**config.mk**
```make
export PLATFORM = sky130hd
export DESIGN_NAME = display_scan_mux
export DESIGN_NICKNAME = d
export VERILOG_FILES = /design/src/rtl/display_scan_mux.sv
export SDC_FILE = /design/constraint.sdc
export NUM_CORES = 1
export LEC_CHECK = 0
export BUFFER_PORTS_ARGS = -buffer_cell sky130_fd_sc_hd__buf_2
export CORE_ASPECT_RATIO = 0.75
export CORE_MARGIN = 5
export CORE_UTILIZATION = 30
export CTS_CLUSTER_DIAMETER = 40
export CTS_CLUSTER_SIZE = 24
export DETAILED_ROUTE_END_ITERATION = 6
export MAX_ROUTING_LAYER = met4
export PLACE_DENSITY = 0.58
export SLEW_MARGIN = 40
export SYNTH_ARGS = -nofsm -noshare
export SYNTH_HDL_FRONTEND = slang
export SYNTH_SLANG_ARGS = --single-unit
```
**constraint.sdc**
```tcl
create_clock -name clock_in -period 3.7 [get_ports clock_in]
set_clock_uncertainty 0.05 [all_clocks]
set_input_delay 0.185 -clock clock_in [delete_from_list [all_inputs] [get_ports clock_in]]
set_output_delay 0.185 -clock clock_in [all_outputs]
set_load 0.01 [all_outputs]
```
**src/rtl/display_scan_mux.sv**
```systemverilog
// Four-digit common-anode 7-segment scanner driven by an external refresh square wave.
// Each digit change inserts an all-anodes-off guard, and digits come from a per-frame snapshot.
module display_scan_mux #(
   parameter int unsigned GUARD_CYCLES     = 8,
   parameter bit          ANODE_ACTIVE_LOW = 1'b1,
   parameter bit          SEG_ACTIVE_LOW   = 1'b1
) (
   input  logic        clock_in,
   input  logic        reset,
   input  logic        refresh_in,
   input  logic [15:0] value_in,
   input  logic [3:0]  dp_in,
   input  logic        blank_lz,
   output logic [3:0]  an,
   output logic [6:0]  seg,
   output logic        dp,
   output logic        frame_start
);

   localparam int unsigned DIGITS = 4;
   localparam int unsigned IDX_W  = 2;
   localparam int unsigned SEG_W  = 7;
   localparam int unsigned CNT_W  = 8;

   localparam logic [DIGITS-1:0] AN_OFF     = ANODE_ACTIVE_LOW ? 4'hF : 4'h0;
   localparam logic [SEG_W-1:0]  SEG_OFF    = SEG_ACTIVE_LOW ? 7'h7F : 7'h00;
   localparam logic              DP_OFF     = SEG_ACTIVE_LOW;
   localparam logic [CNT_W-1:0]  GUARD_LOAD = CNT_W'(GUARD_CYCLES);
   localparam logic              NO_GUARD   = (GUARD_CYCLES == 0);

   localparam logic [0:0] ST_GUARD = 1'b0;
   localparam logic [0:0] ST_SHOW  = 1'b1;

   // Active-high gfedcba patterns for one hex nibble
   function automatic logic [SEG_W-1:0] hex_to_seg(input logic [3:0] h);
      logic [SEG_W-1:0] p;
      p = 7'h00;
      case (h)
         4'h0: p = 7'h3F;
         4'h1: p = 7'h06;
         4'h2: p = 7'h5B;
         4'h3: p = 7'h4F;
         4'h4: p = 7'h66;
         4'h5: p = 7'h6D;
         4'h6: p = 7'h7D;
         4'h7: p = 7'h07;
         4'h8: p = 7'h7F;
         4'h9: p = 7'h6F;
         4'hA: p = 7'h77;
         4'hB: p = 7'h7C;
         4'hC: p = 7'h39;
         4'hD: p = 7'h5E;
         4'hE: p = 7'h79;
         4'hF: p = 7'h71;
      endcase
      return p;
   endfunction

   function automatic logic [DIGITS-1:0] anode_on(input logic [IDX_W-1:0] i);
      return (4'b0001 << i) ^ AN_OFF;
   endfunction

   logic              sync1_q, sync1_d;
   logic              sync2_q, sync2_d;
   logic              prev_q, prev_d;
   logic [0:0]        state_q, state_d;
   logic [IDX_W-1:0]  idx_q, idx_d;
   logic [CNT_W-1:0]  guard_cnt_q, guard_cnt_d;
   logic [15:0]       val_q, val_d;
   logic [3:0]        dps_q, dps_d;
   logic              blz_q, blz_d;
   logic [DIGITS-1:0] an_q, an_d;
   logic [SEG_W-1:0]  seg_q, seg_d;
   logic              dp_q, dp_d;
   logic              fs_q, fs_d;

   logic              step_c;
   logic              wrap_c;
   logic [IDX_W-1:0]  idx_nxt_c;
   logic [15:0]       val_sel_c;
   logic [3:0]        dp_sel_c;
   logic              blz_sel_c;
   logic [3:0]        nib_c;
   logic [3:0]        nib_zero_c;
   logic [3:0]        hi_zero_c;
   logic              blank_c;
   logic [SEG_W-1:0]  seg_new_c;
   logic              dp_new_c;

   // Pattern for the digit about to be selected, using the snapshot that will be live then
   always_comb begin
      step_c    = sync2_q & ~prev_q;
      wrap_c    = step_c && (idx_q == 2'd3);
      idx_nxt_c = idx_q + 2'd1;
      val_sel_c = wrap_c ? value_in : val_q;
      dp_sel_c  = wrap_c ? dp_in    : dps_q;
      blz_sel_c = wrap_c ? blank_lz : blz_q;
      nib_c     = val_sel_c[{idx_nxt_c, 2'b00} +: 4];
      nib_zero_c = 4'h0;
      for (int i = 0; i < 4; i++) begin
         nib_zero_c[i] = (val_sel_c[i*4 +: 4] == 4'h0);
      end
      hi_zero_c[3] = nib_zero_c[3];
      hi_zero_c[2] = nib_zero_c[2] & hi_zero_c[3];
      hi_zero_c[1] = nib_zero_c[1] & hi_zero_c[2];
      hi_zero_c[0] = nib_zero_c[0] & hi_zero_c[1];
      blank_c   = blz_sel_c && (idx_nxt_c != 2'd0) && hi_zero_c[idx_nxt_c];
      seg_new_c = blank_c ? 7'h00 : hex_to_seg(nib_c);
      if (SEG_ACTIVE_LOW) begin
         seg_new_c = ~seg_new_c;
      end
      dp_new_c  = SEG_ACTIVE_LOW ? ~dp_sel_c[idx_nxt_c] : dp_sel_c[idx_nxt_c];
   end

   // Next-state logic: a step always wins, otherwise the guard counts down
   always_comb begin
      sync1_d     = refresh_in;
      sync2_d     = sync1_q;
      prev_d      = sync2_q;
      state_d     = state_q;
      idx_d       = idx_q;
      guard_cnt_d = guard_cnt_q;
      val_d       = val_q;
      dps_d       = dps_q;
      blz_d       = blz_q;
      an_d        = an_q;
      seg_d       = seg_q;
      dp_d        = dp_q;
      fs_d        = 1'b0;

      if (step_c) begin
         idx_d       = idx_nxt_c;
         an_d        = AN_OFF;
         seg_d       = seg_new_c;
         dp_d        = dp_new_c;
         guard_cnt_d = GUARD_LOAD;
         state_d     = ST_GUARD;
         if (wrap_c) begin
            val_d = value_in;
            dps_d = dp_in;
            blz_d = blank_lz;
            fs_d  = 1'b1;
         end
         if (NO_GUARD) begin
            state_d = ST_SHOW;
            an_d    = anode_on(idx_nxt_c);
         end
      end else begin
         case (state_q)
            ST_GUARD: begin
               if (guard_cnt_q != 8'd0) begin
                  guard_cnt_d = guard_cnt_q - 8'd1;
                  if (guard_cnt_q == 8'd1) begin
                     state_d = ST_SHOW;
                     an_d    = anode_on(idx_q);
                  end
               end
            end
            default: begin
               state_d = ST_SHOW;
            end
         endcase
      end
   end

   always_ff @(posedge clock_in or posedge reset) begin
      if (reset) begin
         sync1_q     <= 1'b0;
         sync2_q     <= 1'b0;
         prev_q      <= 1'b0;
         state_q     <= ST_GUARD;
         idx_q       <= 2'd3;
         guard_cnt_q <= 8'd0;
         val_q       <= 16'h0000;
         dps_q       <= 4'h0;
         blz_q       <= 1'b0;
         an_q        <= AN_OFF;
         seg_q       <= SEG_OFF;
         dp_q        <= DP_OFF;
         fs_q        <= 1'b0;
      end else begin
         sync1_q     <= sync1_d;
         sync2_q     <= sync2_d;
         prev_q      <= prev_d;
         state_q     <= state_d;
         idx_q       <= idx_d;
         guard_cnt_q <= guard_cnt_d;
         val_q       <= val_d;
         dps_q       <= dps_d;
         blz_q       <= blz_d;
         an_q        <= an_d;
         seg_q       <= seg_d;
         dp_q        <= dp_d;
         fs_q        <= fs_d;
      end
   end

   assign an          = an_q;
   assign seg         = seg_q;
   assign dp          = dp_q;
   assign frame_start = fs_q;

endmodule

```
==> Word level (Yosys, flattened, before mapping) <==
Memories as Yosys holds them, arrays and structs flattened.
Index checks and enable logic that the tools add are counted.
{ "totals": {"ff_bits": 48, "rom_bits": 112, "in_bits": 24, "memories": 1} }
{ "mem_list": {"columns": ["memory", "words", "word_bits", "rd", "rd_clocked_by_memory_dff", "wr", "line_no", "source"], "rows": [
  ["(no name shown)", 16, 7, 1, 0, 0, "38", "case (h)"]
]} }
{ "op_classes": {"add_sub_neg": 2, "n_lt_le_gt_ge": 1, "eq_ne": 3, "shift": 2, "n_mux": 21, "bitwise_logic": 8, "n_reduce_logical": 13} }
{ "ops": {"columns": ["cell", "n"], "rows": [
  ["$mux 8", 3],
  ["$mux 4", 5],
  ["$logic_not 4->1", 4],
  ["$mux 16", 1],
  ["$shiftx 16x5->4", 1],
  ["$mux 1", 9],
  ["$eq 8x1->1 const B", 1],
  ["$reduce_bool 8->1", 1],
  ["$sub 8x1->8 const B", 1],
  ["$mux 7", 1],
  ["$not 7->7", 1],
  ["$reduce_bool 2->1", 3],
  ["$and 1x1->1", 4],
  ["$bmux 1 s2", 2],
  ["$not 4->4", 1],
  ["$shl 1x2->4 const A", 1],
  ["$logic_and 1x1->1", 3],
  ["$lt 2x3->1 const B", 1],
  ["$reduce_and 3->1", 1],
  ["$add 2x1->2 const B", 1],
  ["$eq 2x2->1 const B", 1],
  ["$ne 2x1->1 const B", 1],
  ["$not 1->1", 2],
  ["$reduce_and 2->1", 1]
]} }

==> Longest topological paths before layout <==
Gate-level depths: netlist (run 1).
{ "depth": {"ltp_word": 13, "mapped_depth": 13} }

==> Least setup slack after synthesis (run 1) <==
Ideal clock, no wire load.
{ "synth_timing": {"path_type": "register to register", "startpoint": "register idx_q[0]", "endpoint": "register seg_q[3], in the netlist seg[3]", "arrival_time_ns": 3.148, "setup_slack_ns": 0.404, "stages_incl_launch_ff": 13, "path_cell_list": "dfstp_2 -> buf_6 -> buf_8 -> buf_2 -> inv_2 -> ha_1 -> clkinv_1 -> mux4_2 -> ha_1 -> inv_1 -> mux4_2 -> clkinv_1 -> a21oi_1"} }
{ "synth_rtl": {"columns": ["item", "line_no", "source"], "rows": [
  ["from (decl)", "67", "logic [IDX_W-1:0] idx_q, idx_d;"],
  ["from (signal assigned)", "186", "idx_q <= idx_d;"],
  ["$add 2x1->2 *", "94", "idx_nxt_c = idx_q + 2'd1;"],
  ["via idx_nxt_c[0]", "79", "logic [IDX_W-1:0] idx_nxt_c;"],
  ["parallel branches: the longest is 3 deep, another holds $mem_v2 16x7", null, null],
  ["$mux 7 *", "108", "seg_new_c = blank_c ? 7'h00 : hex_to_seg(nib_c);"],
  ["$not 7->7 *", "110", "seg_new_c = ~seg_new_c;"],
  ["to (signal assigned)", "192", "seg_q <= seg_d;"],
  ["to (decl)", "73", "logic [SEG_W-1:0] seg_q, seg_d;"]
]} }
Mark *: on every way through the listed nets, which the timed path passes. The select of a mux whose other input is x is not followed.
A chain may end at the register's enable or synchronous reset.

==> Worst setup path after layout (run 1) <==
Ends and elaborated chain as after synthesis.

==> metrics.md, run 1 <==
| Metric | Value |
|---|---|
| Status | finished with violations |
| Failing checks | negative hold slack |
| WHS | -0.202 ps |
| Pins Over Slew Limit | 0 |
| Internal power | 1.95 mW |
| Synth Register Bits | 48 |
| Mean post-synth cell area | 10.9 um2 |
| Synth Warn # | 0 |
| Share of cells above drive strength 1 | 0.306 |
| Vias post-DR | 2179 |
| Clk root buf | clkbuf_16 |
| Top cell type's share of synthesized area | 0.289 |
| Clock Pin Slew Worst Setup and Hold Paths | 70 ps |
| Core Box Area | 0.00962 mm2 |
| Pre-antenna DRT Iters | 4 |
| Slew @ Worst Pin | 710 ps |
| Setup bufs post-CTS | 0 |
| Cell Area, Placed | 0.00323 mm2 |
| Required @ worst endpoint | 3840 ps |
| Sw Share | 0.416 |
| Port bufs | 36 |
| Sequential fraction of design power | 0.309 |
| Horiz. Die Dim | 124 um |
| Hold Violations, Final | 1 |
| First-pass GRT wire length | 12300 um |
| Final Non-Filler Cells | 439 |
| CP peak stage delay | 600 ps |
| Htree depth | 2 |
| Via density | 4.96 |
| Type of destination of the critical path | flip-flop |
| Post-synth top flop | dfrtp_1 |
| Final WL | 7150 um |
| Placed cells | 430 |
| Layout fillers | 1001 |
| Sw power | 1.39 mW |
| Clock power frac | 0.136 |
| Final #Nets | 343 |
| CTS tree | built |
| Initial drt markers | 241 |
| Post-route ant nets | 0 |
| Post-synth cell types | 45 |
| TritonCTS buffer count | 5 |
| Max-slew headroom | 0.526 |
| Leading area contributor after synthesis | dfrtp_1 |
| Power Dens Cells | 983 mW/mm2 |
| Area of the multi-input gates | 0.00157 mm2 |
| Die area | 0.0119 mm2 |
| Setup Viol. Count Final | 0 |
| DRC Markers | 0 |
| Mapped cell area | 0.00294 mm2 |
| Max-cap violations | 0 |
| Final worst setup slack | 641 ps |
| Clk buf depth | 2 |
| Startpoint types | flip-flop |
| Hold Crit Class | input pin to async pin |
| Crit-path slowest cell | mux4_2 |
| Hold-fix buffers, CTS | 1 |
| DP HPWL | 5280 um |
| Number of global-route vias before repair | 2249 |
| Post-synth net total | 308 |
| Synthesis-to-finish area growth | 15.4% |
| Cell row count | 31 |
| RSZ-0062 raised after global routing | false |
| DIE HEIGHT | 95.8 um |
| Ys async rst share | 1.00 |
| Cell Chain, Critical Path | inv_2 > ha_1 > clkinv_1 > mux4_2 > ha_1 > inv_1 > mux4_2 > clkinv_1 > a21oi_1 |
| Sequential cell area | 0.00122 mm2 |
| Kind of critical path | flip-flop to flip-flop |
| Pre-CTS setup slack | 636 ps |
| Total GRT Usage | 0.136 |
| Wire length per cell | 16.3 um |
| Top cells by area, synth | dfrtp_1, dfstp_2, mux2i_1 |
| Max Clock Freq | 327 MHz |
| Pin count of the biggest net entering global routing | 49 |
| Clock Sinks | 48 |
| Post-synth EDFFs | 0 |
| Leakage | 1.48 nW |
| CP Max Fanout | 9 |
| Cells after Synth | 271 |
| Cts repair resizes | 0 |
| Ports | 37 |
| Initial Util | 0.306 |
| Arr. time, crit path | 3200 ps |
| Final period utilization | 0.827 |
| Setup TNS | 0 ps |
| Crit path time final | 3060 ps |
| Ant diodes | 0 |
| Fin area | 0.00340 mm2 |
| GRT overflow | 0 |
| Seq/Total Area, Yosys | 0.414 |
| Initial antenna violation count | 0 |
| Comb pwr share | 0.556 |
| Skew-Pair Late Insertion Delay | 300 ps |
| Gpl congestion | 0.886 |
| Max rail drop VDD | 292 uV |
-- metal layers --
| layer | global-route usage | wire length, um | part of all wire |
|---|---|---|---|
| met1 | 0.197 | 3700 | 0.52 |
| met2 | 0.183 | 2890 | 0.40 |
| met3 | 0.0349 | 485 | 0.068 |
| met4 | 0.0420 | 72 | 0.010 |
| met5 | - | 0 | 0 |
-- sequential cells by signal (all words and copies together), names as in the netlist --
register / count
prev_q: 1
dp: 1
dps_q: 4
guard_cnt_q: 8
blz_q: 1
val_q: 16
seg: 7
idx_q: 2
state_q: 1
prev_d: 1
frame_start: 1
an: 4
sync1_q: 1
-- per-stage QoR --
stage                     total power, mW  utilization
after global placement               2.83        0.336
after global routing                 3.66        0.353
after detailed placement             2.89        0.336
after CTS                            3.36        0.352
after floorplan                      2.49            -
final                                3.34        0.353
-- power by group through the flow --
stage | Clock [mW] | Combinational, mW | Sequential [mW]
5_1_grt | 0.500 | 2.09 | 1.08
4_1_cts | 0.470 | 1.87 | 1.03
3_3_place_gp | 0 | 1.81 | 1.03
6_report | 0.453 | 1.85 | 1.03
3_5_place_dp | 0 | 1.85 | 1.04
2_1_floorplan | 0 | 1.48 | 1.01
-- cell usage after synthesis (3+ instances only) --
cell       n
o22ai_1    4
clkbuf_1   5
nor3b_1    7
nand3_1    4
mux2i_1   24
xnor2_1   12
nor4_1     9
nand2_1   11
ha_1      13
buf_6      3
buf_2      3
o21ai_0    8
dfstp_2   14
dfrtp_1   34
xor2_1     4
nand3b_1   3
a21oi_1    8
mux4_2     8
a31oi_1   12
mux2_2    17
inv_1     19
nor2_1    21
-- final timing paths --
path	slack (ps)	cells after the start	startpoint	end
max	640	9	idx_q[0]$_DFFE_PP1P_	seg[3]$_DFFE_PP1P_
min	-0.2	3	reset	sync1_q$_DFF_PP0_
max reg2reg	640	9	idx_q[0]$_DFFE_PP1P_	seg[3]$_DFFE_PP1P_
min reg2reg	340	0	sync1_q$_DFF_PP0_	prev_d$_DFF_PP0_
max in group asynchronous	3190	3	reset	dps_q[2]$_DFFE_PP0P_
min in group clock_in	90	2	dp_in[3]	dps_q[3]$_DFFE_PP0P_
-- logic make-up (layout without fill, tap and decap cells) --
logic type,Yosys count,count (layout),share of synthesized area
muxes,50,50,0.213
DFF,48,48,0.414
xor gates and xnor gates,16,16,0.0476
and+or+nand+nor,65,65,0.117
AOI/OAI and AO/OA,44,44,0.0961
buffers and inverters,35,71,0.0574
adders and majority gates,13,13,0.0552
-- layout make-up --
class,instances,area share
sequential,48,0.359
tap,132,0.0486
inverter,22,0.0243
multi-input combinational,188,0.462
timing repair buffer,41,0.0648
clock inverter,2,0.00331
clock buffer,6,0.0379
-- cell usage in the layout (no fill, tap or decap), types with 3 or more instances in the layout --
cell type	n
nor2_1	21
o22ai_1	4
ha_1	13
nand3b_1	3
xor2_1	4
mux2_2	17
nor4_1	8
mux2i_1	24
clkbuf_16	5
buf_4	4
o21ai_0	8
mux4_2	8
inv_1	18
nor3b_1	7
nand2_1	11
nand3_1	4
a21oi_1	8
buf_2	36
dfrtp_1	34
a31oi_1	12
dfstp_2	14
xnor2_1	12
-- worst max-delay path, delay by kind of cell, from the launching register on --
kind / cells / cell delay (ps)
muxes: 2 / 1040
adders and majority gates: 2 / 750
DFF: 1 / 550
buffers and inverters: 4 / 500
AOI/OAI and AO/OA: 1 / 60
Power figures use the tool's default switching activity.
==> run 2, diff against run 1 <==
Settings changed: ABC_AREA set to 1.
Clock period 3.7 ns to 2.87 ns, I/O delays scaled along.
==> run 2 against run 1 <==
Critical path type unchanged; register-to-register slack got worse by 360 ps; die area fell by 5.4%; the run now ends clean; maximum frequency rose by 18%.
==> metrics.md, run 2 <==
| Metric | Value |
|---|---|
| Gpl congestion | 0.860 (was 0.886) |
| Initial antenna violation count | 0 (unchanged) |
| CP Max Fanout | 15 (was 9) |
| Status | finished, final reports clean (was finished with violations) |
| Largest Register | val_q (unchanged) |
| Max Clock Freq | 386 MHz (was 327 MHz) |
| Synth Warn # | 0 (unchanged) |
| Vias post-DR | 2293 (was 2179) |
| Leading area contributor after synthesis | dfrtp_1 (unchanged) |
| CTS tree | built (unchanged) |
| Kind of critical path | flip-flop to flip-flop (unchanged) |
| Number of global-route vias before repair | 2293 (was 2249) |
| Initial Util | 0.307 (was 0.306) |
| Slew @ Worst Pin | 592 ps (was 710 ps) |
| Clock Pin Slew Worst Setup and Hold Paths | 80 ps (was 70 ps) |
| Layout fillers | 927 (was 1001) |
| Pre-antenna DRT Iters | 4 (unchanged) |
| Post-synth top flop | dfrtp_1 (unchanged) |
| Port bufs | 36 (unchanged) |
| Max-cap violations | 0 (unchanged) |
| DRC Markers | 0 (unchanged) |
| Hold Crit Class | input pin to flip-flop (was input pin to async pin) |
| Max rail drop VDD | 456 uV (was 292 uV) |
| Clk root buf | clkbuf_16 (unchanged) |
| Hold Violations, Final | 0 (was 1) |
| Setup Viol. Count Final | 0 (unchanged) |
| DP HPWL | 5020 um (was 5280 um) |
| Skew-Pair Late Insertion Delay | 290 ps (was 300 ps) |
| Cell Chain, Critical Path | ha_2 > nand3_4 > nand2_1 > nand2_2 > nand2_1 > nand2_1 > nor2_4 > inv_1 > ha_1 > inv_1 > nand3_1 > nand3_1 > nand3_1 > nand2_1 > inv_1 (was inv_2 > ha_1 > clkinv_1 > mux4_2 > ha_1 > inv_1 > mux4_2 > clkinv_1 > a21oi_1) |
| TritonCTS buffer count | 5 (unchanged) |
| Top-count cell post-synth | nand2_1 (was dfrtp_1) |
| Required @ worst endpoint | 3040 ps (was 3840 ps) |
| Max reg flops | 16 (unchanged) |
| Core Box Area | 0.00901 mm2 (was 0.00962 mm2) |
| Power Dens Cells | 1350 mW/mm2 (was 983 mW/mm2) |
| Clk buf depth | 2 (unchanged) |
| Leakage | 1.71 nW (was 1.48 nW) |
| Share of cells above drive strength 1 | 0.305 (was 0.306) |
| GRT overflow | 0 (unchanged) |
| Synthesis-to-finish area growth | 20.1% (was 15.4%) |
| Clock Sinks | 48 (unchanged) |
| Cell row count | 30 (was 31) |
| Final #Nets | 420 (was 343) |
| Startpoint types | flip-flop (unchanged) |
| Mapped cell area | 0.00277 mm2 (was 0.00294 mm2) |
| Ports | 37 (unchanged) |
| Most frequent cells in the layout | nand2_1, buf_2, dfrtp_1 (was buf_2, dfrtp_1, mux2i_1) |
| CP peak stage delay | 610 ps (was 600 ps) |
| Setup TNS | 0 ps (unchanged) |
| Seq/Total Area, Yosys | 0.440 (was 0.414) |
| Final period utilization | 0.902 (was 0.827) |
| Via density | 4.62 (was 4.96) |
| Max-slew headroom | 0.605 (was 0.526) |
| Post-route ant nets | 0 (unchanged) |
| Synth Register Bits | 48 (unchanged) |
| First-pass GRT wire length | 11400 um (was 12300 um) |
| Sequential cell area | 0.00122 mm2 (unchanged) |
| Final WL | 6710 um (was 7150 um) |
| Arr. time, crit path | 2760 ps (was 3200 ps) |
| Horiz. Die Dim | 121 um (was 124 um) |
| Total GRT Usage | 0.129 (was 0.136) |
| Synth cell count leaders | nand2_1, dfrtp_1, inv_1, nand3_1, nor2_1 (was dfrtp_1, mux2i_1, nor2_1, inv_1, mux2_2) |
| CP most frequent cell | nand2_1 |
| Mean post-synth cell area | 8.24 um2 (was 10.9 um2) |
| Top cell type's share of synthesized area | 0.307 (was 0.289) |
| WHS | 33.2 ps (was -0.202 ps) |
| Post-synth cell types | 33 (was 45) |
| Post-synth EDFFs | 0 (unchanged) |
| Pin count of the biggest net entering global routing | 47 (was 49) |
| Final worst setup slack | 280 ps (was 641 ps) |
| Core Util, Final | 0.369 (was 0.353) |
| Initial drt markers | 126 (was 241) |
| DIE HEIGHT | 93.2 um (was 95.8 um) |
| Htree depth | 2 (unchanged) |
| Wire length per cell | 13.5 um (was 16.3 um) |
| Ant diodes | 0 (unchanged) |
| Area of the multi-input gates | 0.00135 mm2 (was 0.00157 mm2) |
| Cells after Synth | 336 (was 271) |
| Crit path time final | 2590 ps (was 3060 ps) |
| Crit-path slowest cell | dfstp_2 (was mux4_2) |
| Top cells by area, synth | dfrtp_1, dfstp_2, nand2_1 (was dfrtp_1, dfstp_2, mux2i_1) |
| Type of destination of the critical path | flip-flop (unchanged) |
| Die area | 0.0113 mm2 (was 0.0119 mm2) |
| Post-synth net total | 373 (was 308) |
| RSZ-0062 raised after global routing | false (unchanged) |
| Pre-CTS setup slack | 250 ps (was 636 ps) |
| Most common cell after layout, fill and taps aside | nand2_1 (was buf_2) |
| Pins Over Slew Limit | 0 (unchanged) |
| Ys async rst share | 1.00 (unchanged) |
-- run 2: final timing paths --
path,start,to,slack [ps],depth (start not counted)
setup / recovery,idx_q[0]$_DFFE_PP1P_,seg[3]$_DFFE_PP1P_,280,15
setup reg to reg,idx_q[0]$_DFFE_PP1P_,seg[3]$_DFFE_PP1P_,280,15
max in group asynchronous,reset,seg[4]$_DFFE_PP1P_,1770,4
min in group asynchronous,reset,guard_cnt_q[5]$_DFFE_PP0P_,430,3
hold / removal,dp_in[1],dps_q[1]$_DFFE_PP0P_,30,3
hold reg to reg,sync1_q$_DFF_PP0_,prev_d$_DFF_PP0_,300,0
-- run 2: metal layers --
layer / wire, um / GRT usage
met1: 3400 / 0.181
met2: 2930 / 0.192
met4: 42 / 0.0255
met3: 342 / 0.0296
met5: 0 / -
-- run 2: stage by stage --
step | area [um2] | power, mW | instances
CTS | 3320 | 4.50 | 496
floorplan | 2770 | 3.08 | 336
detailed placement | 3110 | 3.70 | 486
global placement | 3100 | 3.66 | 486
finish | 3320 | 4.47 | 496
global route | 3320 | 4.91 | 496
-- run 2: repair_timing --
action                                  in CTS  in global routing
hold buffers                                 2                  0
endpoints found under the hold margin       35                  0
setup buffers                                0                  0
resized for setup                            0                  2
endpoints found under the setup margin       0                  1
-- run 2: worst max-delay path: cells and delay by family, from the launching register on --
| kind | cells | cell delay (ps) |
|---|---|---|
| adders and majority gates | 2 | 530 |
| DFF | 1 | 610 |
| buffers and inverters | 3 | 220 |
| and+or+nand+nor | 10 | 1090 |
-- run 2: layout make-up --
type	instances	share of cell area
Multi-Input combinational cell	243	0.405
Inverter	36	0.0429
Clock buffer	5	0.0377
Tap cell	112	0.0422
Sequential cell	48	0.367
Clock inverter	3	0.0207
Timing Repair Buffer	49	0.0851
-- run 2: where the power goes --
part | leakage [nW] | switching [mW] | total, mW | internal, mW
clock network | 0.0944 | 0.275 | 0.778 | 0.503
logic | 1.05 | 1.59 | 2.51 | 0.926
registers | 0.566 | 0.144 | 1.18 | 1.04
total | 1.71 | 2.01 | 4.47 | 2.47
-- run 2: logic make-up (layout without fill, tap and decap cells) --
| group | after synthesis | after routing | synth area share |
|---|---|---|---|
| AND/OR/NAND/NOR | 207 | 207 | 0.371 |
| flip-flops | 48 | 48 | 0.440 |
| buffers and inverters | 45 | 93 | 0.0746 |
| AO/OA/AOI/OAI | 18 | 18 | 0.0357 |
| adder cells (fa/ha/maj) | 13 | 13 | 0.0588 |
| multiplexers | 4 | 4 | 0.0163 |
| XOR/XNOR | 1 | 1 | 0.00317 |
==> run 3, diff against run 2 <==
Settings changed: ABC_AREA 1 to not set, GPL_TIMING_DRIVEN set to 0.
==> run 3 against run 2 <==
Register-to-register slack got worse by 140 ps; sequential power grew 11%; maximum frequency is 5.2% lower.
==> metrics.md, run 3 (same netlist as run 1, synthesis figures left out) <==
| Metric | Value |
|---|---|
| Power Dens Cells | 1310 mW/mm2 (was 1350 mW/mm2) |
| Worst Hold Path Cells | 2 (was 3) |
| Final period utilization | 0.952 (was 0.902) |
| GRT overflow | 0 (unchanged) |
| CTS tree | built (unchanged) |
| Placed cells | 440 (was 486) |
| Vias post-DR | 2175 (was 2293) |
| Clock Sinks | 48 (unchanged) |
| First-pass GRT wire length | 12000 um (was 11400 um) |
| Layout fillers | 990 (was 927) |
| Number of global-route vias before repair | 2275 (was 2293) |
| Core Box Area | 0.00962 mm2 (was 0.00901 mm2) |
| Htree depth | 2 (unchanged) |
| Die area | 0.0119 mm2 (was 0.0113 mm2) |
| Setup TNS | 0 ps (unchanged) |
| Share of cells above drive strength 1 | 0.354 (was 0.305) |
| Skew-Pair Late Insertion Delay | 290 ps (about the same) |
| Max rail drop VDD | 420 uV (was 456 uV) |
| Status | finished, final reports clean (unchanged) |
| Cell row count | 31 (was 30) |
| Kind of critical path | flip-flop to flip-flop (unchanged) |
| Hold Crit Class | input pin to flip-flop (unchanged) |
| Post-route ant nets | 0 (unchanged) |
| Clock power frac | 0.139 (was 0.174) |
| Synthesis-to-finish area growth | 22.4% (was 20.1%) |
| Final WL | 6980 um (was 6710 um) |
| Hold Violations, Final | 0 (unchanged) |
| Type of destination of the critical path | flip-flop (unchanged) |
| Arr. time, crit path | 2890 ps (was 2760 ps) |
| Core Util, Final | 0.375 (was 0.369) |
| Crit path time final | 2730 ps (was 2590 ps) |
| Ports | 37 (unchanged) |
| Port bufs | 36 (unchanged) |
| Initial antenna violation count | 0 (unchanged) |
| Required @ worst endpoint | 3030 ps (was 3040 ps) |
| Clk root buf | clkbuf_16 (unchanged) |
| Leakage | 1.55 nW (was 1.71 nW) |
| DIE HEIGHT | 95.8 um (was 93.2 um) |
| Max-slew headroom | 0.489 (was 0.605) |
| Final #Nets | 358 (was 420) |
| Via density | 4.79 (was 4.62) |
| WHS | 51.7 ps (was 33.2 ps) |
| Most common cell after layout, fill and taps aside | buf_2 (was nand2_1) |
| Total GRT Usage | 0.130 (was 0.129) |
| Max-cap violations | 0 (unchanged) |
| Sw power | 1.89 mW (was 2.01 mW) |
| Setup Viol. Count Final | 0 (unchanged) |
| Initial drt markers | 148 (was 126) |
| Gpl congestion | 0.862 (was 0.860) |
| Slew @ Worst Pin | 760 ps (was 592 ps) |
| Largest Register | val_q (unchanged) |
| Horiz. Die Dim | 124 um (was 121 um) |
| Clk buf depth | 2 (unchanged) |
| Max Clock Freq | 366 MHz (was 386 MHz) |
| DRC Markers | 0 (unchanged) |
| Sequential fraction of design power | 0.276 (was 0.264) |
| Tot Pwr | 4.74 mW (was 4.47 mW) |
| Most frequent cells in the layout | buf_2, dfrtp_1, mux2i_1 (was nand2_1, buf_2, dfrtp_1) |
| Clock Pin Slew Worst Setup and Hold Paths | 60 ps (was 80 ps) |
| RSZ-0062 raised after global routing | false (unchanged) |
| TritonCTS buffer count | 5 (unchanged) |
| Ant diodes | 0 (unchanged) |
| Internal power | 2.85 mW (was 2.47 mW) |
| Pins Over Slew Limit | 0 (unchanged) |
| Initial Util | 0.306 (was 0.307) |
| Pin count of the biggest net entering global routing | 35 (was 47) |
| Pre-antenna DRT Iters | 4 (unchanged) |
| Sw Share | 0.399 (was 0.448) |
| DP HPWL | 5410 um (was 5020 um) |
| Wire length per cell | 15.4 um (was 13.5 um) |
| CP Max Fanout | 11 (was 15) |
| Final Non-Filler Cells | 454 (was 496) |
| Max reg flops | 16 (unchanged) |
| FF-to-FF path depth | 10 (was 15) |
| Comb pwr share | 0.584 (was 0.562) |
| Startpoint types | flip-flop (unchanged) |
[run 3: changes by cell type in the layout (fill, tap and decap cells not counted), sizes merged, moves of 7 or more]
cell and change:
a31oi +11, inv -16, nor3b +7, mux4 +8, nand4 -13, nand3 -29
mux2 +14, nor4 +9, mux2i +24, nor2 -8, nand2 -107, xnor2 +12
[run 3: per-stage QoR]
stage          setup WS [ps]  instance area (um2)
2_1_floorplan          -53.7                 3000
3_3_place_gp            -274                 3340
3_5_place_dp            -327                 3360
4_1_cts                 3.27                 3590
5_1_grt                 55.1                 3600
6_report                 139                 3600
[run 3: layer usage]
| metal | part of all wire | track usage | up-vias |
|---|---|---|---|
| met5 | 0 | - | - |
| met4 | 0.0070 | 0.0255 | 0 |
| met3 | 0.051 | 0.0327 | 6 |
| met2 | 0.41 | 0.179 | 54 |
| met1 | 0.54 | 0.192 | 1039 |
| li1 | - | - | 1076 |
[run 3: final timing paths]
check	from	to	slack (ps)
max	idx_q[0]$_DFFE_PP1P_	seg[3]$_DFFE_PP1P_	140
min	dp_in[1]	dps_q[1]$_DFFE_PP0P_	50
max reg2reg	idx_q[0]$_DFFE_PP1P_	seg[3]$_DFFE_PP1P_	140
min reg2reg	sync1_q$_DFF_PP0_	prev_d$_DFF_PP0_	310
max in group asynchronous	reset	an[1]$_DFFE_PP1P_	1990
min in group asynchronous	reset	val_q[6]$_DFFE_PP0P_	280
[run 3: timing repair]
action | in CTS | in global routing
setup buffers | 5 | 1
hold endpoints to repair | 16 | 0
resized for setup | 3 | 5
pin swaps | 0 | 2
hold buffers | 2 | 0
endpoints found under the setup margin | 7 | 7
cloned | 0 | 0
[run 3: area by class of cell]
cell class | count | area [um2] | area share
Buffer | 11 | 75.1 | 0.0208
Clock buffer | 5 | 125 | 0.0347
Sequential cell | 48 | 1220 | 0.338
Multi-Input combinational cell | 188 | 1610 | 0.448
Tap cell | 132 | 165 | 0.0458
Timing Repair Buffer | 45 | 265 | 0.0736
Clock inverter | 3 | 42.5 | 0.0118
Inverter | 22 | 98.8 | 0.0274
[run 3: worst max-delay path, cell delays in order, from the launching register on]
cell and delay (ps):
dfstp_2 560, buf_12 140, inv_8 60, ha_4 260
clkinv_4 90, mux4_2 600, ha_4 300, inv_2 30
mux4_2 460, clkinv_2 60, a21oi_2 40
[run 3: power groups by stage]
stage	combinational [mW]	sequential, mW	clock, mW
after floorplan	2.05	1.30	0
after global placement	2.59	1.31	0
after detailed placement	2.65	1.33	0
after CTS	2.76	1.31	0.680
after global routing	3.11	1.36	0.712
final	2.77	1.31	0.660
